## src/rtl/bubble_sort_ctrl.sv

```systemverilog
// Bubble-sort engine: loads a burst, sorts it through an external less-than
// comparator (one compare per clock), then streams the values out smallest first.
module bubble_sort_ctrl #(
  parameter int WIDTH = 5,
  parameter int DEPTH = 8
) (
  input  logic             clk,
  input  logic             reset,
  input  logic             in_valid,
  input  logic [WIDTH-1:0] in_data,
  input  logic             in_last,
  output logic             in_ready,
  output logic [WIDTH-1:0] cmp_a,
  output logic [WIDTH-1:0] cmp_b,
  input  logic [WIDTH-1:0] cmp_out,
  output logic             out_valid,
  output logic [WIDTH-1:0] out_data,
  output logic             out_last,
  input  logic             out_ready,
  output logic             busy
);

  localparam int CW = $clog2(DEPTH + 1);
  localparam int IW = $clog2(DEPTH);

  typedef enum logic [1:0] {IDLE, LOAD, SORT, DRAIN} state_e;

  state_e           state_q, state_d;
  logic [CW-1:0]    count_q, count_d;
  logic [IW-1:0]    i_q, i_d;
  logic [IW-1:0]    p_q, p_d;
  logic [IW-1:0]    rd_q, rd_d;
  logic             swap_q, swap_d;
  logic [WIDTH-1:0] mem_q [DEPTH];
  logic [WIDTH-1:0] mem_d [DEPTH];

  logic [CW-1:0]    count_inc_s;
  logic [IW-1:0]    i_next_s;
  logic [IW-1:0]    last_i_s;
  logic [IW-1:0]    last_rd_s;
  logic             swap_now_s;
  logic             last_s;

  // n-2 is the final compare index and final pass number; n-1 is the last read slot
  assign count_inc_s = count_q + CW'(1);
  assign i_next_s    = i_q + IW'(1);
  assign last_i_s    = IW'(count_q - CW'(2));
  assign last_rd_s   = IW'(count_q - CW'(1));
  assign swap_now_s  = (cmp_out != {WIDTH{1'b0}});

  // Next-state, datapath updates and outputs
  always_comb begin
    state_d   = state_q;
    count_d   = count_q;
    i_d       = i_q;
    p_d       = p_q;
    rd_d      = rd_q;
    swap_d    = swap_q;
    mem_d     = mem_q;
    in_ready  = 1'b0;
    busy      = 1'b0;
    out_valid = 1'b0;
    out_data  = {WIDTH{1'b0}};
    out_last  = 1'b0;
    last_s    = 1'b0;
    cmp_a     = {WIDTH{1'b0}};
    cmp_b     = {WIDTH{1'b0}};

    case (state_q)
      IDLE, LOAD: begin
        in_ready = 1'b1;
        if (in_valid) begin
          mem_d[count_q[IW-1:0]] = in_data;
          count_d = count_inc_s;
          // A full buffer terminates the burst regardless of in_last
          if (in_last || (count_inc_s == CW'(DEPTH))) begin
            i_d    = {IW{1'b0}};
            p_d    = {IW{1'b0}};
            rd_d   = {IW{1'b0}};
            swap_d = 1'b0;
            if (count_inc_s == CW'(1)) begin
              state_d = DRAIN;
            end else begin
              state_d = SORT;
            end
          end else begin
            state_d = LOAD;
          end
        end else begin
          state_d = state_q;
        end
      end

      SORT: begin
        busy  = 1'b1;
        cmp_a = mem_q[i_next_s];
        cmp_b = mem_q[i_q];
        if (swap_now_s) begin
          mem_d[i_q]      = mem_q[i_next_s];
          mem_d[i_next_s] = mem_q[i_q];
          swap_d          = 1'b1;
        end else begin
          swap_d = swap_q;
        end
        if (i_q == last_i_s) begin
          // A pass without swaps means the data is already in order
          if (!(swap_q || swap_now_s) || (p_q == last_i_s)) begin
            state_d = DRAIN;
            rd_d    = {IW{1'b0}};
          end else begin
            i_d    = {IW{1'b0}};
            p_d    = p_q + IW'(1);
            swap_d = 1'b0;
          end
        end else begin
          i_d = i_next_s;
        end
      end

      DRAIN: begin
        busy      = 1'b1;
        out_valid = 1'b1;
        out_data  = mem_q[rd_q];
        last_s    = (rd_q == last_rd_s);
        out_last  = last_s;
        if (out_ready) begin
          if (last_s) begin
            state_d = IDLE;
            count_d = {CW{1'b0}};
          end else begin
            rd_d = rd_q + IW'(1);
          end
        end else begin
          rd_d = rd_q;
        end
      end

      default: begin
        state_d = IDLE;
        count_d = {CW{1'b0}};
      end
    endcase
  end

  // Control registers with synchronous reset
  always_ff @(posedge clk) begin
    if (reset) begin
      state_q <= IDLE;
      count_q <= {CW{1'b0}};
      i_q     <= {IW{1'b0}};
      p_q     <= {IW{1'b0}};
      rd_q    <= {IW{1'b0}};
      swap_q  <= 1'b0;
    end else begin
      state_q <= state_d;
      count_q <= count_d;
      i_q     <= i_d;
      p_q     <= p_d;
      rd_q    <= rd_d;
      swap_q  <= swap_d;
    end
  end

  // Sort buffer; contents are only visible in DRAIN, so it needs no reset
  always_ff @(posedge clk) begin
    mem_q <= mem_d;
  end

endmodule

```

## config.mk

```make
export PLATFORM = sky130hd
export DESIGN_NAME = bubble_sort_ctrl
export DESIGN_NICKNAME = d
export VERILOG_FILES = /design/src/rtl/bubble_sort_ctrl.sv
export SDC_FILE = /design/constraint.sdc
export NUM_CORES = 1
export LEC_CHECK = 0
export CAP_MARGIN = 30
export CORE_MARGIN = 2
export CORE_UTILIZATION = 50
export CTS_CLUSTER_DIAMETER = 30
export CTS_CLUSTER_SIZE = 14
export DETAILED_ROUTE_END_ITERATION = 6
export HOLD_SLACK_MARGIN = 0.15
export MAX_ROUTING_LAYER = met4
export PLACE_DENSITY = 0.7
export SLEW_MARGIN = 15
export SYNTH_ARGS = -nofsm -noshare
export SYNTH_HDL_FRONTEND = slang
export SYNTH_SLANG_ARGS = --single-unit
```

## constraint.sdc

```tcl
create_clock -name clk -period 7.15 [get_ports clk]
set_clock_uncertainty 0.15 [all_clocks]
set_input_delay 0.715 -clock clk [delete_from_list [all_inputs] [get_ports clk]]
set_output_delay 0.715 -clock clk [all_outputs]
set_load 0.005 [all_outputs]
```

# After elaboration in Yosys (flattened, before gate mapping)
# Index checks and enable logic that the tools add are counted.
[word_totals] regBits=56 in_bits=15 out_inout_bits=19 word_cells=128
[op_classes] addsub=6 magnitude_cmp=7 n_eq_ne=18 muxes=59 bitwise_logic=4 reduce_logical=20
[ops] cell="40-bit bitwise mux" n=3
[ops] cell="40-bit 2-to-1 mux" n=2
[ops] cell="40-bit case mux with 2 select lines" n=1
[ops] cell="5-bit 2-to-1 mux" n=12
[ops] cell="5-bit binary-select mux with 3-bit select" n=3
[ops] cell="5-bit demux with 3-bit select" n=3
[ops] cell="3-bit 2-to-1 mux" n=10
[ops] cell="2-bit != test (second input constant)" n=9
[ops] cell="4-bit greater-or-equal comparator (second input constant)" n=4
[ops] cell="3-bit NOT with 4-bit output" n=4
[ops] cell="4-bit by 1-bit less-than comparator with 1-bit output (second input constant)" n=3
[ops] cell="2-bit 2-to-1 mux" n=6
[ops] cell="4-bit 2-to-1 mux" n=3
[ops] cell="3-bit case mux with 2 select lines" n=2
[ops] cell="1-bit 2-to-1 mux" n=10
[ops] cell="5-bit AND reduction" n=2
[ops] cell="3-bit by 1-bit adder with 3-bit output (second input constant)" n=3
[ops] cell="3-bit == test" n=3
[ops] cell="3-bit case mux with 3 select lines" n=1
[ops] cell="4-bit case mux with 2 select lines" n=1
[ops] cell="4-bit AND reduction" n=2
[ops] cell="2-bit case mux with 3 select lines" n=1
[ops] cell="3-bit AND reduction" n=2
[ops] cell="6-bit AND reduction" n=1
[ops] cell="other kinds (16)" n=23

# Logic depth before layout (Yosys ltp)
# Gate-level depths: netlist (run 1).
[depth] ltp_word=9 mapped_depth=9 mapped_depth_nobuf=7

# Worst setup path after synthesis (run 1)
# No wires, ideal clock.
[synth_path] path_type="reg-to-output" startpoint="register i_q[1]" endpoint="output port cmp_a[1]" t_arrival_ns=1.984 t_required_ns=6.285 setup_slack_ns=4.301 path_stages_with_launch=9 path_buffers=2 path_cell_list="dfxtp_1 -> ha_1 -> clkbuf_1 -> buf_2 -> mux2_2 -> a221oi_1 -> o32ai_1 -> nand2_1 -> inv_1"
[synth_between] elab_chain_cells=6
[synth_lines] item="start: declaration" line="30" text="logic [IW-1:0] i_q, i_d;"
[synth_lines] item="start signal: assignment" line="150" text="i_q <= {IW{1'b0}};"
[synth_lines] item="start signal: assignment" line="157" text="i_q <= i_d;"
[synth_lines] item="3-bit by 1-bit adder with 3-bit output" line="46" text="assign i_next_s = i_q + IW'(1);"
[synth_lines] item="3-bit NOT with 4-bit output (implied by the code)" line="96" text="cmp_a = mem_q[i_next_s];"
[synth_lines] item="5-bit binary-select mux with 3-bit select" line="96"
[synth_lines] item="5-bit 2-to-1 mux (implied by the code) (2 in series)" line="96"
[synth_lines] item="5-bit 2-to-1 mux" line="69" text="case (state_q)"
[synth_lines] item="end: declaration" line="13" text="output logic [WIDTH-1:0] cmp_a,"
# Every way passes these cells. The select of a mux whose other input is x is not followed.

# Worst setup path after layout (run 1)
[layout_path] startpoint="register i_q[0]" endpoint="output port cmp_a[0]"
# The elaborated chain is that of the path after synthesis.

==> results.sh, run 1 <==
export IMPL_drive_gt1_frac=0.115
export IMPL_die_h_um=98.7
export IMPL_synthDistinctLibCells=66
export IMPL_instances_no_fill=588
export IMPL_drt_iter0_markers=614
export IMPL_hold_viol=0
export IMPL_vdd_drop_max_mv=0.103
export IMPL_synthesis_nets=497
export IMPL_postSynthAreaPerCell_um2=9.51
export IMPL_max_cap_viol_count=0
export IMPL_synth_async_reset_ratio=0
export IMPL_synth_edff_count=40
export IMPL_hold_class="flop to flop"
export IMPL_fillers=763
export IMPL_finalCritPeriodShare=0.628
export IMPL_drtAntennaViolNets=0
export IMPL_core_um2=8720
export IMPL_dieArea_um2=9750
export IMPL_worst_setup_path_type="flop to output pin"
export IMPL_antenna_found_initial=0
export IMPL_worstSkewPairLatency_ps=330
export IMPL_grt_pass1_vias=3796
export IMPL_cts_made_buffers=5
export IMPL_htreeDepth=2
export IMPL_status="completed"
export IMPL_maxSlewViolCount=0
export IMPL_cp_max_fo=44
export IMPL_synth_seq_cells=56
export IMPL_vias_per_cell=6.96
export IMPL_dp_cells=578
export IMPL_fin_crit_ps=4490
export IMPL_finalSetupViolCount=0
export IMPL_critPathBufInv=4
export IMPL_cpMostUsedCell="buf_4"
export IMPL_initial_utilization=0.515
export IMPL_syn_area_um2=4490
export IMPL_grt_start_max_net_pins=45
export IMPL_numClockSinks=56
export IMPL_dp_hpwl_um=10400
export IMPL_grt_overflow=0
export IMPL_required_ps=6280
export IMPL_path_clk_slew_ps=100
export IMPL_first_pass_iters=5
export IMPL_final_setup_tns_ps=0
export IMPL_hold_buffers=0
export IMPL_power_static_leakage_nw=1.63
export IMPL_cts_tree="built"
export IMPL_final_nets=503
export IMPL_drc=0
export IMPL_fin_ws_ps=2660
export IMPL_worst_pin_slew_ps=920
export IMPL_synth_flop_cell="edfxtp_1"
export IMPL_slowest_delay_ps=500
export IMPL_synth_seq_area_share=0.339
export IMPL_track_usage=0.307
export IMPL_ys_warn_count=0
export IMPL_post_route_util=0.564
export IMPL_critical_path_top_delay_family="buffers and inverters"
export IMPL_start_kind="flop"
export IMPL_cts_root_buf="clkbuf_8"
export IMPL_numPortBuffers=33
export IMPL_ios=34
export IMPL_powerDensity_nw_per_um2=184
export IMPL_area_growth_pct=9.53
export IMPL_post_cts_setup_buffer_count=0
export IMPL_cts_resized=0
export IMPL_dp_slack_ps=2670
export IMPL_grt_pass1_wl_um=22400
export IMPL_worstPathCellList="buf_4 > ha_1 > xor2_1 > buf_4 > mux2_2 > a22o_1 > o21ai_1 > inv_1 > clkdlybuf4s50_1"
export IMPL_via_count=4090
export IMPL_route_final_wire_length_um=14500
export IMPL_slowest_stage="o21ai_1"
export IMPL_cts_buffer_depth=2
export IMPL_die_x_um=98.7
export IMPL_fmax_ghz=0.223
export IMPL_arrival_ps=3630
export IMPL_routedWlPerCell_um=24.7
export IMPL_relSlewSlack=0.382
export IMPL_synth_cells=472
export IMPL_num_rows=34
export IMPL_rsz0062_at_grt="no"
export IMPL_end_kind="output pin"
export IMPL_place_gp_congestion=1.02
[final cells by class]
class                   instances  area [um^2]  area share
repair buffers                 40          388      0.0789
multi-input cells             355         2680       0.545
well taps                     108          135      0.0275
flip-flops and latches         56         1520       0.309
inverters                      20         75.1      0.0153
clock buffers                   5         68.8      0.0140
clock inverters                 3         46.3     0.00942
diodes                          1         2.50    0.000509
[synthesized netlist by cell type, types with 5 or more instances]
master | count | area share
a311oi_1 | 9 | 0.018
o22ai_1 | 8 | 0.011
clkbuf_1 | 17 | 0.014
nand3_1 | 13 | 0.014
xor2_1 | 6 | 0.012
and2_1 | 10 | 0.014
o221ai_1 | 22 | 0.043
o21ai_0 | 12 | 0.013
a21oi_1 | 14 | 0.016
nand2b_1 | 5 | 0.0070
mux2_2 | 8 | 0.020
nor2b_1 | 13 | 0.018
ha_1 | 10 | 0.028
buf_2 | 9 | 0.010
nand2_1 | 56 | 0.047
dfxtp_1 | 16 | 0.071
a221oi_1 | 9 | 0.018
mux2i_1 | 14 | 0.031
a31oi_1 | 6 | 0.0084
mux4_2 | 15 | 0.075
edfxtp_1 | 40 | 0.27
a22o_1 | 10 | 0.020
buf_1 | 7 | 0.0059
inv_1 | 20 | 0.017
a22oi_1 | 8 | 0.013
nor2_1 | 36 | 0.030
[through the flow]
step | cell area [um^2] | power [W] | hold WS [ps]
global placement | 4770 | 0.000673 | 326
finish | 4920 | 0.000903 | 359
detailed placement | 4780 | 0.000676 | 341
CTS | 4900 | 0.000894 | 355
global route | 4910 | 0.000934 | 388
floorplan | 4490 | 0.000582 | 300
[where the power goes]
part	total (W)	internal, W	switching (W)
registers	0.000406	0.000376	0.0000304
clock network	0.000223	0.000106	0.000117
logic	0.000274	0.000106	0.000168
total	0.000903	0.000588	0.000315
[path summary, 6_finish.rpt]
| path | start | to | slack, ps | depth (start not counted) |
|---|---|---|---|---|
| setup reg to reg | i_q[0] | mem_q[22] | 3780 | 5 |
| hold / removal | p_q[1] | p_q[1] | 360 | 2 |
| hold reg to reg | p_q[1] | p_q[1] | 360 | 2 |
| setup / recovery | i_q[0] | cmp_a[0] | 2660 | 9 |
[per-layer routing]
layer | track usage | vias up | share of wire
met5 | - | - | 0
met4 | 0.0748 | 0 | 0.016
met3 | 0.0766 | 20 | 0.12
met2 | 0.420 | 268 | 0.43
met1 | 0.456 | 1980 | 0.43
li1 | - | 1822 | -
[cells in the final DEF, fill, tap and decap left out, types with 9 or more instances in the layout]
| cell | instances |
|---|---|
| mux4_2 | 15 |
| nand3_1 | 13 |
| clkdlybuf4s50_1 | 33 |
| o21ai_0 | 12 |
| o221ai_1 | 22 |
| dfxtp_1 | 16 |
| a22o_1 | 10 |
| mux2i_1 | 14 |
| edfxtp_1 | 40 |
| ha_1 | 10 |
| nand2_1 | 56 |
| a311oi_1 | 9 |
| a21oi_1 | 14 |
| and2_1 | 10 |
| a221oi_1 | 9 |
| nor2_1 | 36 |
| nor2b_1 | 12 |
| inv_1 | 20 |
[sequential cells by signal (all words and copies together), names as in the netlist]
register,flops
p_q,3
count_q,4
state_q,2
i_q,3
swap_q,1
rd_q,3
mem_q,40
[logic make-up (layout without fill, tap and decap cells)]
kind of cell,Yosys count,in the layout,synth area share
simple gates,160,160,0.177
compound gates,137,137,0.238
buf+inv,61,68,0.0647
flops,56,56,0.339
mux,37,37,0.127
xor+xnor,11,11,0.0265
fa+ha+maj,10,10,0.0279
other cells,0,1,0
[worst reg2reg max path, cell delays in order (launching register included)]
cell and delay, ps:
dfxtp_1 320, buf_4 390, ha_1 660, nor2b_1 400, nand2_1 240, a311oi_1 850
Power figures use the tool's default switching activity.
==> run 2: changes to the inputs <==
--- a/config.mk
+++ b/config.mk
@@ -13,7 +13,7 @@
 export DETAILED_ROUTE_END_ITERATION = 6
 export HOLD_SLACK_MARGIN = 0.15
 export MAX_ROUTING_LAYER = met4
-export PLACE_DENSITY = 0.7
+export PLACE_DENSITY = 0.73
 export SLEW_MARGIN = 15
 export SYNTH_ARGS = -nofsm -noshare
 export SYNTH_HDL_FRONTEND = slang
==> constraint.sdc (replaced) <==
create_clock -name clk -period 3.8 [get_ports clk]
set_clock_uncertainty 0.15 [all_clocks]
set_input_delay 0.38 -clock clk [delete_from_list [all_inputs] [get_ports clk]]
set_output_delay 0.38 -clock clk [all_outputs]
set_load 0.005 [all_outputs]
==> run 2 against run 1 <==
Effect of this change:
- non-clock buffer count up 14
- hold slack worse by 2.9 ps
- final cell count up 2.2%
- worst setup slack worse by 2200 ps
- critical path depth down 2
- sequential share of layout area down 0.46 points
- power up 83%
- cell area up 1.5%
- largest cell class unchanged
- sequential cell count unchanged
- wire length up 3.4%
- clock-buffer cell count unchanged
==> results.sh, run 2 (synthesis gave the netlist of run 1 again) <==
export IMPL_status="completed"
export IMPL_required_ps=3270
export IMPL_mostFrequentLayoutCell="nand2_1"
export IMPL_first_pass_iters=6
export IMPL_place_gp_congestion=1.06
export IMPL_die_h_um=98.7
export IMPL_worstPathCellList="ha_1 > nor2b_1 > a221oi_1 > o21a_1 > buf_4 > nor2_1 > clkdlybuf4s50_1"
export IMPL_dp_slack_ps=837
export IMPL_slowest_delay_ps=540
export IMPL_largest_reg_flops=40
export IMPL_num_rows=34
export IMPL_drt_iter0_markers=527
export IMPL_core_um2=8720
export IMPL_worst_pin_slew_ps=918
export IMPL_critical_path_top_delay_family="buffers and inverters"
export IMPL_die_x_um=98.7
export IMPL_grt_pass1_wl_um=22900
export IMPL_post_cts_setup_buffer_count=0
export IMPL_area_growth_pct=11.2
export IMPL_grt_overflow=0
export IMPL_final_cell_mix="nand2_1 (56), edfxtp_1 (40), nor2_1 (36)"
export IMPL_cts_root_buf="clkbuf_8"
export IMPL_routedWlPerCell_um=25.0
export IMPL_htreeDepth=2
export IMPL_cts_buffer_depth=2
export IMPL_drive_gt1_frac=0.140
export IMPL_hold_buffers=0
export IMPL_reg_top3="mem_q (40), count_q (4)"
export IMPL_route_final_wire_length_um=15000
export IMPL_finalCritPeriodShare=0.888
export IMPL_hold_viol=0
export IMPL_grt_start_max_net_pins=44
export IMPL_hold_slack_ps=356
export IMPL_cts_tree="built"
export IMPL_cts_resized=0
export IMPL_rsz0062_at_grt="no"
export IMPL_track_usage=0.318
export IMPL_hold_class="flop to flop"
export IMPL_finalSetupViolCount=0
export IMPL_drc=0
export IMPL_slowest_stage="ha_1"
export IMPL_numPortBuffers=33
export IMPL_dieArea_um2=9750
export IMPL_vias_per_cell=6.90
export IMPL_cts_made_buffers=5
export IMPL_fmax_ghz=0.296
export IMPL_via_count=4146
export IMPL_dp_cells=593
export IMPL_antenna_cells=0
export IMPL_powerDensity_nw_per_um2=332
export IMPL_antenna_found_initial=0
export IMPL_max_cap_viol_count=0
export IMPL_max_flop_register="mem_q"
export IMPL_end_kind="output pin"
export IMPL_worst_setup_path_type="flop to output pin"
export IMPL_critPathBufInv=2
export IMPL_relSlewSlack=0.384
export IMPL_cp_max_fo=12
export IMPL_power_static_leakage_nw=1.69
export IMPL_start_kind="flop"
export IMPL_maxSlewViolCount=0
export IMPL_numClockSinks=56
export IMPL_instances_no_fill=601
export IMPL_fin_crit_ps=3370
export IMPL_final_nets=517
export IMPL_arrival_ps=2840
export IMPL_fin_ws_ps=426
export IMPL_initial_utilization=0.515
export IMPL_dp_hpwl_um=11000
export IMPL_ios=34
export IMPL_path_clk_slew_ps=110
export IMPL_worstSkewPairLatency_ps=320
export IMPL_final_setup_tns_ps=0
export IMPL_grt_pass1_vias=3863
export IMPL_drtAntennaViolNets=0
export IMPL_vdd_drop_max_mv=0.186
## run 2: cell count changes in the layout (fill, tap and decap cells not counted)
cell        delta
buf_8          -1
buf_4         +16
clkinv_2       +1
diode_2        -1
clkinv_4       +1
bufinv_16      -1
buf_2          -1
clkinvlp_4     -1
## run 2: final cells by class
class	instances	area, um^2
fill	797	3730
multi-input combinational	355	2680
sequential	56	1520
timing repair buffer	54	488
tap	108	135
inverter	20	75.1
clock buffer	5	68.8
clock inverter	3	22.5
## run 2: path summary, 6_finish.rpt
path              start    endpoint  slack (ps)  depth (start not counted)
max              i_q[1]    cmp_a[3]         430                          7
min reg2reg  count_q[3]  count_q[3]         360                          1
min          count_q[3]  count_q[3]         360                          1
max reg2reg      i_q[1]    mem_q[0]         830                          4
## run 2: worst reg2reg max path, stage by stage, from the launching register on
cell and delay [ps]:
dfxtp_1 340, ha_1 540, nor2b_1 480, nand2_1 290
a221oi_1 790
## run 2: per-stage QoR
stage	total power (W)	cell area, um^2	util
final	0.00166	4990	0.572
after floorplan	0.00109	4490	-
after CTS	0.00164	4990	0.572
after global routing	0.00172	4990	0.572
after global placement	0.00130	4900	0.562
after detailed placement	0.00130	4900	0.562
## run 2: per-layer routing
metal	up-vias	track usage	part of all wire
li1	1856	-	-
met2	298	0.453	0.44
met5	-	-	0
met4	0	0.0801	0.018
met3	27	0.0688	0.12
met1	1965	0.464	0.42
## run 2: power by group
part / internal (W) / switching (W) / total, W
logic: 0.000221 / 0.000327 / 0.000547
registers: 0.000706 / 0.0000540 / 0.000760
clock network: 0.000133 / 0.000216 / 0.000349
